$ cat config.mk
export PLATFORM = sky130hd
export DESIGN_NAME = sram_sp_arb
export DESIGN_NICKNAME = d
export VERILOG_FILES = /design/src/rtl/sram_sp_arb.sv
export SDC_FILE = /design/constraint.sdc
export NUM_CORES = 1
export LEC_CHECK = 0
export ABC_AREA = 1
export CAP_MARGIN = 15
export CORE_AREA = 2 2 410 412
export CTS_BUF_LIST = sky130_fd_sc_hd__clkbuf_4
export DETAILED_ROUTE_END_ITERATION = 10
export DIE_AREA = 0 0 412 414
export PLACE_DENSITY_LB_ADDON = 0.2
export SYNTH_ARGS = -nofsm -noshare
export SYNTH_HDL_FRONTEND = slang
export SYNTH_SLANG_ARGS = --single-unit
$ cat constraint.sdc
create_clock -name i_clk -period 1 [get_ports i_clk]
set_input_delay 0.1 -clock i_clk [delete_from_list [all_inputs] [get_ports i_clk]]
set_output_delay 0.1 -clock i_clk [all_outputs]
set_load 0.005 [all_outputs]
$ cat src/rtl/sram_sp_arb.sv
// Write/read arbiter and command sequencer for one single-port SRAM bank.
// Build option SRAM_ARB_RR_EN: strict round-robin instead of write-priority with starvation guard.

package sram_sp_pkg;
    typedef enum logic {READ = 1'b0, WRITE = 1'b1} SP_rwmode;
endpackage

module sram_sp_arb
    import sram_sp_pkg::*;
#(
    parameter int WORDWD     = 256,
    parameter int DWD        = 16,
    parameter int AWD        = $clog2(WORDWD),
    parameter int SIZE       = 16,
    parameter int STARVE_LIM = 4
) (
    input  logic                          i_clk,
    input  logic                          i_rst_n,
    input  logic                          i_wr_valid,
    output logic                          o_wr_ready,
    input  logic [AWD-1:0]                i_wr_addr,
    input  logic [DWD-1:0]                i_wr_data [SIZE],
    input  logic                          i_rd_valid,
    output logic                          o_rd_ready,
    input  logic [AWD-1:0]                i_rd_addr,
    output logic                          o_rd_rvalid,
    output logic [DWD-1:0]                o_rd_rdata [SIZE],
    output SP_rwmode                      o_sram_rw,
    output logic                          o_sram_ce,
    output logic [AWD-1:0]                o_sram_addr,
    output logic [DWD-1:0]                o_sram_wdata [SIZE],
    input  logic [DWD-1:0]                i_sram_rdata [SIZE],
    output logic [$clog2(STARVE_LIM+1)-1:0] o_starve_cnt
);

    localparam int SCW = $clog2(STARVE_LIM + 1);

    logic wr_grant_s;
    logic rd_grant_s;
    logic rd_win_s;
    logic rvalid_r;

`ifdef SRAM_ARB_RR_EN
    logic last_rd_r;

    // Under contention, serve whichever side was not granted last
    always_comb begin
        rd_win_s = ~last_rd_r;
    end

    // Last-grant pointer; reset to read-last so the first contended grant goes to the writer
    always_ff @(posedge i_clk or negedge i_rst_n) begin
        if (!i_rst_n) begin
            last_rd_r <= 1'b1;
        end else if (rd_grant_s) begin
            last_rd_r <= 1'b1;
        end else if (wr_grant_s) begin
            last_rd_r <= 1'b0;
        end else begin
            last_rd_r <= last_rd_r;
        end
    end

    assign o_starve_cnt = {SCW{1'b0}};
`else
    logic [SCW-1:0] starve_cnt_r;

    // Reads only beat a contending write once they have waited the full limit
    always_comb begin
        rd_win_s = (starve_cnt_r == SCW'(STARVE_LIM));
    end

    // Starvation counter: counts denied read cycles, saturates, clears on a read grant
    always_ff @(posedge i_clk or negedge i_rst_n) begin
        if (!i_rst_n) begin
            starve_cnt_r <= {SCW{1'b0}};
        end else if (rd_grant_s) begin
            starve_cnt_r <= {SCW{1'b0}};
        end else if (i_rd_valid && (starve_cnt_r != SCW'(STARVE_LIM))) begin
            starve_cnt_r <= starve_cnt_r + SCW'(1);
        end else begin
            starve_cnt_r <= starve_cnt_r;
        end
    end

    assign o_starve_cnt = starve_cnt_r;
`endif

    // Grant selection: a lone requester always wins, contention resolved by rd_win_s
    always_comb begin
        wr_grant_s = 1'b0;
        rd_grant_s = 1'b0;
        if (i_wr_valid && i_rd_valid) begin
            rd_grant_s = rd_win_s;
            wr_grant_s = ~rd_win_s;
        end else if (i_wr_valid) begin
            wr_grant_s = 1'b1;
        end else if (i_rd_valid) begin
            rd_grant_s = 1'b1;
        end else begin
            wr_grant_s = 1'b0;
            rd_grant_s = 1'b0;
        end
    end

    assign o_wr_ready = wr_grant_s;
    assign o_rd_ready = rd_grant_s;

    // SRAM command for the granted access, idle command otherwise
    always_comb begin
        o_sram_ce   = 1'b0;
        o_sram_rw   = READ;
        o_sram_addr = {AWD{1'b0}};
        if (rd_grant_s) begin
            o_sram_ce   = 1'b1;
            o_sram_rw   = READ;
            o_sram_addr = i_rd_addr;
        end else if (wr_grant_s) begin
            o_sram_ce   = 1'b1;
            o_sram_rw   = WRITE;
            o_sram_addr = i_wr_addr;
        end else begin
            o_sram_ce   = 1'b0;
            o_sram_rw   = READ;
            o_sram_addr = {AWD{1'b0}};
        end
    end

    assign o_sram_wdata = i_wr_data;
    assign o_rd_rdata   = i_sram_rdata;

    // Read response flag tracks the SRAM's one-cycle output register
    always_ff @(posedge i_clk or negedge i_rst_n) begin
        if (!i_rst_n) begin
            rvalid_r <= 1'b0;
        end else begin
            rvalid_r <= rd_grant_s;
        end
    end

    assign o_rd_rvalid = rvalid_r;

endmodule

Word-level counts from Yosys, hierarchy flattened
Cells that the tools add are included.
{"block": "totals", "ff_bits": 4, "latchBits": 0, "ramBits": 0, "mem_bits_ro": 0, "output_inout_bits": 528, "memories": 0}
{"block": "classes", "addsub": 1, "mul": 0, "n_div": 0, "order_cmp": 0, "n_eq_ne": 2, "shifts": 0, "mux": 12, "bitwise": 1, "reduce_logical": 3}
{"op": "two-way mux 8 bit", "count": 2}
{"op": "two-way mux 1 bit", "count": 8}
{"op": "two-way mux 3 bit", "count": 2}
{"op": "adder 3 x 1 -> 3 bit, second input constant", "count": 1}
{"op": "== test 3 bit, second input constant", "count": 1}
{"op": "!= test 3 bit, second input constant", "count": 1}
{"op": "logical AND 1 bit", "count": 2}
{"op": "nonzero test 2 bit", "count": 1}
{"op": "inverter 1 bit", "count": 1}

Longest topological paths before layout
Gate-level depths: netlist (run 1).
{"block": "logic_depth", "ltp_word": 5, "depth_mapped": 7}

Least setup slack after synthesis (run 1)
OpenSTA, ideal clock, no wires.
{"block": "synth_path", "path_kind": "register to output", "from": "register starve_cnt_r[0], in the netlist o_starve_cnt[0]", "to": "output o_rd_ready", "arrival_time_ps": 1008, "required_time_ps": 900, "path_slack_ps": -108, "stages_incl_launch_ff": 7, "path_buffers": 0, "cell_sequence": "dfrtp_1 > inv_1 > ha_1 > nand2_2 > nand2_4 > inv_2 > nor2_1"}
{"block": "synth_between", "elab_chain_len": 2}
{"element": "start: declaration", "line": "66", "source": "logic [SCW-1:0] starve_cnt_r;"}
{"element": "start signal: assignment", "line": "76", "source": "starve_cnt_r <= {SCW{1'b0}};"}
{"element": "start signal: assignment", "line": "78", "source": "starve_cnt_r <= {SCW{1'b0}};"}
{"element": "start signal: assignment", "line": "80", "source": "starve_cnt_r <= starve_cnt_r + SCW'(1);"}
{"element": "== test 3 bit", "line": "70", "source": "rd_win_s = (starve_cnt_r == SCW'(STARVE_LIM));"}
{"element": "two-way mux 1 bit", "line": "93", "source": "if (i_wr_valid && i_rd_valid) begin"}
{"element": "end: declaration", "line": "24", "source": "output logic o_rd_ready,"}
No other way between the ends.

Final worst setup path (run 1)
Ends and elaborated chain as after synthesis.

==> results of run 1 <==
per-stage QoR:
| step | setup WS, ns | power [mW] | instance area (sq um) |
|---|---|---|---|
| floorplan | -0.0640 | 2.00 | 4230 |
| global placement | -0.785 | 0.670 | 3560 |
| detailed placement | -0.761 | 0.658 | 3560 |
| CTS | -0.503 | 0.967 | 3770 |
| global route | -0.545 | 1.06 | 3840 |
| finish | -0.490 | 0.999 | 3840 |
power by group through the flow:
stage          sequential [mW]  combinational (mW)  clock [mW]
3_3_place_gp             0.195               0.475           0
5_1_grt                  0.198               0.620       0.239
4_1_cts                  0.197               0.547       0.224
3_5_place_dp             0.196               0.462           0
2_1_floorplan            0.204                1.80           0
6_report                 0.196               0.584       0.218
cell usage after synthesis, drive strengths merged:
master	instances	area, sq um
buf	514	3860
nand2	20	85.1
nand3	17	90.1
inv	8	30.0
dfrtp	4	100
nor2	3	11.3
ha	2	25.0
o21ai	1	5.00
or2	1	6.26
critical path, cell delays in order (launching register included):
cell and delay (ns):
dfrtp_1 0.38, inv_2 0.06, ha_4 0.15, nand2_4 0.07, nand2_4 0.09, buf_6 0.11
inv_4 0.04, nor2_4 0.11, buf_2 0.12
sequential cells by signal (all words and copies together) (netlist names):
name / count
o_starve_cnt: 3
o_rd_rvalid: 1
layer usage:
metal / up-vias / track usage / routed length (um)
li1: 314 / - / -
met1: 547 / 0.0256 / 7890
met2: 666 / 0.0948 / 24500
met3: 158 / 0.133 / 25400
met4: 10 / 0.0244 / 2290
met5: - / 0.0116 / 271
cells by family after synthesis:
logic type	Yosys count
compound gates	1
fa+ha+maj	2
buf+inv	522
flops	4
simple gates	41
worst min path at each step:
stage,start,to,cells after the start
global placement,i_sram_rdata[122],o_rd_rdata[122],0
finish,i_rst_n,o_rd_rvalid,1
detailed placement,i_sram_rdata[122],o_rd_rdata[122],0
floorplan,i_rst_n,o_rd_rvalid,0
global route,i_rst_n,o_rd_rvalid,1
CTS,i_rst_n,o_rd_rvalid,1
layout make-up:
type | count | area [sq um] | area share
Antenna cell | 1 | 2.50 | 0.000652
Inverter | 8 | 32.5 | 0.00848
Multi-Input combinational cell | 45 | 369 | 0.0962
Clock buffer | 3 | 22.5 | 0.00587
Tap cell | 2204 | 2760 | 0.719
Timing Repair Buffer | 61 | 552 | 0.144
Sequential cell | 4 | 101 | 0.0264
timing repair:
item	in CTS	in global routing
gates resized for setup	98	11
buffers inserted	17	3
cloned	1	0
pin swaps	14	13
setup endpoints to repair	20	18
==> results.yml, run 1 <==
run_status:
  status: "finished with violations"
  violations: "setup timing"
sta:
  skew_ns: 0.0151
  fin_crit_sh: 1.49
  tns_ns: -5.91
  fin_hold_ws_ns: 0.0824
  tightest_slew_ns: 0.310
  fin_ws_ns: -0.490
  setup_viol: 17
  fmax_ghz: 0.671
  slew_violations: 0
  grt_setup_unrepaired: "true"
  final-hold-violation-count: 0
  slew_headroom: 0.792
  period_needed_ns: 1.49
clocking:
  numClockSinks: 4
  root_buffer: "clkbuf_4"
  cts_tree: "done"
  cts.htree.levels: 1
  numCtsBuffers: 3
  clock_latency_ns: 0.25
  clk_pin_slew_ns: 0.05
  clockBufferDepth: 2
  holdBufCountCts: 0
yosys:
  synth-xor-area-share: 0
  ys_ff_latch: 4
  yosys_warnings: 0
  synth_top_family_by_area: "buffers and inverters"
  syn_avg_cell_area_sq_um: 7.38
  synth_nets: 1104
  synth_cell_types: 14
  ys_seq_area_frac: 0.0238
  netlist_area_sq_um: 4210
  synthMuxAreaShare: 0
  syn_inst: 570
  yosys.area_share.adder: 0.00595
  synth_compound_area_frac: 0.00119
  yosys.area_share.simple: 0.0458
drt:
  route.detailed.drc: 0
  drt_pre_antenna_iters: 4
  avgRoutedWirePerCell_um: 25.9
  postRouteWirelength_mm: 60.3
  drt_iter0_drc: 127
  avgViaCountPerCell: 0.729
  ant_nets: 0
  vias: 1695
global_routing:
  gr-usage-all-layers: 0.0673
  grt_overflow: 0
  grt_start_max_net_pins: 7
  antenna_found_initial: 8
  grt_pass1_vias: 1692
  grt_pass1_wl_mm: 64.1
critical_path:
  cp-end-kind: "output port"
  worstReg2RegEnd: "o_rd_rvalid"
  crit_start: "o_starve_cnt[0]"
  path_class: "reg2out"
  regToRegStartpoint: "o_starve_cnt[0]"
  worst-endpoint-required_ns: 0.90
  critical_path.endpoint: "o_rd_ready"
  cp_data_arrival_time_ns: 1.39
  r2r_cells: 9
  start_kind: "flip-flop"
  reg2reg_slack_ns: -0.29
  critPathMaxFanout: 4
place:
  dp.cells: 2304
  port_buffers: 35
  place.gp.congestion: 0.678
  hpwl_mm: 57.2
power:
  p_int_mw: 0.630
  p_switching_mw: 0.369
  ir_drop_mv: 0.174
  power.density_nw_per_um2: 260
  p_comb_frac: 0.585
  clkPwrFrac: 0.219
  p_sw_frac: 0.369
  seqPwrFrac: 0.196
  p_leak_nw: 0.565
floorplanning:
  ios: 1060
  core_sq_um: 166000
  die_h_um: 414
  die_w_um: 412
  rows: 150
  start_util: 0.0253
  die_area_sq_um: 171000
cells_and_area:
  final_cell_mix: "clkdlybuf4s50_1, buf_4, buf_6"
  drive_gt1_frac: 0.636
  syn_to_final_growth_pct: -8.83
  fin_util: 0.0231
  fillers: 20000
  final_common_cell: "clkdlybuf4s50_1"
  fin_nets: 657
  finalNonFillerCells: 2326
flow_run:
  maxCapViolations: 0
min_path:
  hp-class: "in2async"
(Power assumes the default switching activity.)
==> inputs of run 2 (changes only) <==
--- a/config.mk
+++ b/config.mk
@@ -7,10 +7,11 @@
 export LEC_CHECK = 0
 export ABC_AREA = 1
 export CAP_MARGIN = 15
-export CORE_AREA = 2 2 410 412
+export CORE_AREA = 2 2 415 417
 export CTS_BUF_LIST = sky130_fd_sc_hd__clkbuf_4
 export DETAILED_ROUTE_END_ITERATION = 10
-export DIE_AREA = 0 0 412 414
+export DIE_AREA = 0 0 417 419
+export DONT_BUFFER_PORTS = 1
 export PLACE_DENSITY_LB_ADDON = 0.2
 export SYNTH_ARGS = -nofsm -noshare
 export SYNTH_HDL_FRONTEND = slang
==> run 2 against run 1 <==
Effect of this change:
- the run still ends with setup timing left
- clock power up 7%
- sequential power increased by 4%
- routed wire length fell by 6.2%
- critical path depth fell by 2
- maximum frequency grew 11%
- via count down 7.9%
- sequential cell count stayed put
- first-iteration DRC count up 22%
- critical endpoint is now o_sram_addr[6]
- utilization down 0.25 points
- die area is 2.4% higher
- final cell count down 0.69%
==> results.yml, run 2 (same netlist as run 1, synthesis figures left out) <==
run_status:
  status: "finished with violations"
  violations: "setup timing"
clocking:
  clock_latency_ns: 0.25
  clk_pin_slew_ns: 0.05
  cts_tree: "done"
  numCtsBuffers: 3
  root_buffer: "clkbuf_4"
  clockBufferDepth: 2
  numClockSinks: 4
  cts.htree.levels: 1
critical_path:
  cp_data_arrival_time_ns: 1.25
  path_class: "reg2out"
  start_kind: "flip-flop"
  cp-end-kind: "output port"
  r2r_cells: 8
  critPathMaxFanout: 8
  worst-endpoint-required_ns: 0.90
sta:
  tightest_slew_ns: 0.287
  setup_viol: 18
  grt_setup_unrepaired: "true"
  fin_ws_ns: -0.347
  final-hold-violation-count: 0
  skew_ns: 0.00795
  slew_violations: 0
  period_needed_ns: 1.35
  tns_ns: -4.51
  fin_crit_sh: 1.35
  fmax_ghz: 0.743
  slew_headroom: 0.808
cells_and_area:
  antenna_cells: 0
  largest_reg_flops: 3
  drive_gt1_frac: 0.662
  fin_nets: 613
  final_cell_mix: "nand2_1, nand2_2, nand3_1"
  fin_util: 0.0206
  final_common_cell: "nand2_1"
  syn_to_final_growth_pct: -16.6
global_routing:
  grt_pass1_vias: 1488
  grt_pass1_wl_mm: 59.2
  gr-usage-all-layers: 0.0606
  grt_start_max_net_pins: 13
  antenna_found_initial: 0
  grt_overflow: 0
floorplanning:
  die_h_um: 419
  rows: 152
  ios: 1060
  die_area_sq_um: 175000
  core_sq_um: 171000
  start_util: 0.0247
  die_w_um: 417
drt:
  drt_pre_antenna_iters: 4
  ant_nets: 0
  avgViaCountPerCell: 0.676
  route.detailed.drc: 0
  postRouteWirelength_mm: 56.6
  avgRoutedWirePerCell_um: 24.5
  vias: 1561
  drt_iter0_drc: 155
power:
  power.density_nw_per_um2: 245
  p_leak_nw: 0.365
  ir_drop_mv: 0.140
place:
  dp_worst_setup_slack_ns: -0.199
  port_buffers: 0
  hpwl_mm: 53.4
  place.gp.congestion: 0.665
min_path:
  hold_depth: 3
  hp-class: "in2reg"
flow_run:
  maxCapViolations: 0
run 2: through the flow:
step	instance area, sq um	power, mW	cells	hold WS [ns]
after global placement	3250	0.490	2297	-0.195
after CTS	3430	0.828	2307	0.0967
after floorplan	4230	2.00	570	-0.196
after detailed placement	3250	0.484	2297	-0.195
after global routing	3510	0.926	2310	0.128
final	3510	0.859	2310	0.114
run 2: layout make-up:
class,instances,area [sq um]
tap,2233,2790
multi-input combinational,45,369
timing repair buffer,17,189
clock buffer,3,22.5
sequential,4,101
fill,20300,167000
inverter,8,32.5
run 2: final timing paths:
kind | start | endpoint | slack [ns]
worst min register to register | o_starve_cnt[0] | o_starve_cnt[1] | 0.69
min in group asynchronous | i_rst_n | o_rd_rvalid | 0.16
worst max-delay path | o_starve_cnt[1] | o_sram_addr[6] | -0.35
worst max register to register | o_starve_cnt[1] | o_starve_cnt[0] | -0.30
max in group asynchronous | i_rst_n | o_starve_cnt[2] | 0.60
worst min-delay path | i_rd_valid | o_starve_cnt[2] | 0.11
run 2: repair_timing:
| action | in CTS | in global routing |
|---|---|---|
| setup buffers | 6 | 5 |
| endpoints found under the setup margin | 16 | 17 |
| gates resized for setup | 29 | 14 |
| pin swaps | 7 | 3 |
| hold endpoints to repair | 4 | 0 |
| cloned | 1 | 0 |
| hold buffers | 1 | 0 |
run 2: metal layers:
metal,part of all wire,global-route usage
met2,0.40,0.0816
met1,0.13,0.0233
met4,0.020,0.0110
met3,0.44,0.130
met5,0.0093,0.0208
run 2: power by group:
part           total, mW  internal, mW  leakage (nW)  switching (mW)
combinational      0.421         0.205         0.300           0.216
sequential         0.203         0.181        0.0504          0.0222
clock              0.234         0.137        0.0138          0.0978
run 2: worst max-delay path, stage by stage, from the launching register on:
cell	delay, ns
dfrtp_1	0.39
inv_2	0.07
ha_4	0.16
nand3_4	0.09
buf_12	0.16
nand3_2	0.07
nand2_2	0.06
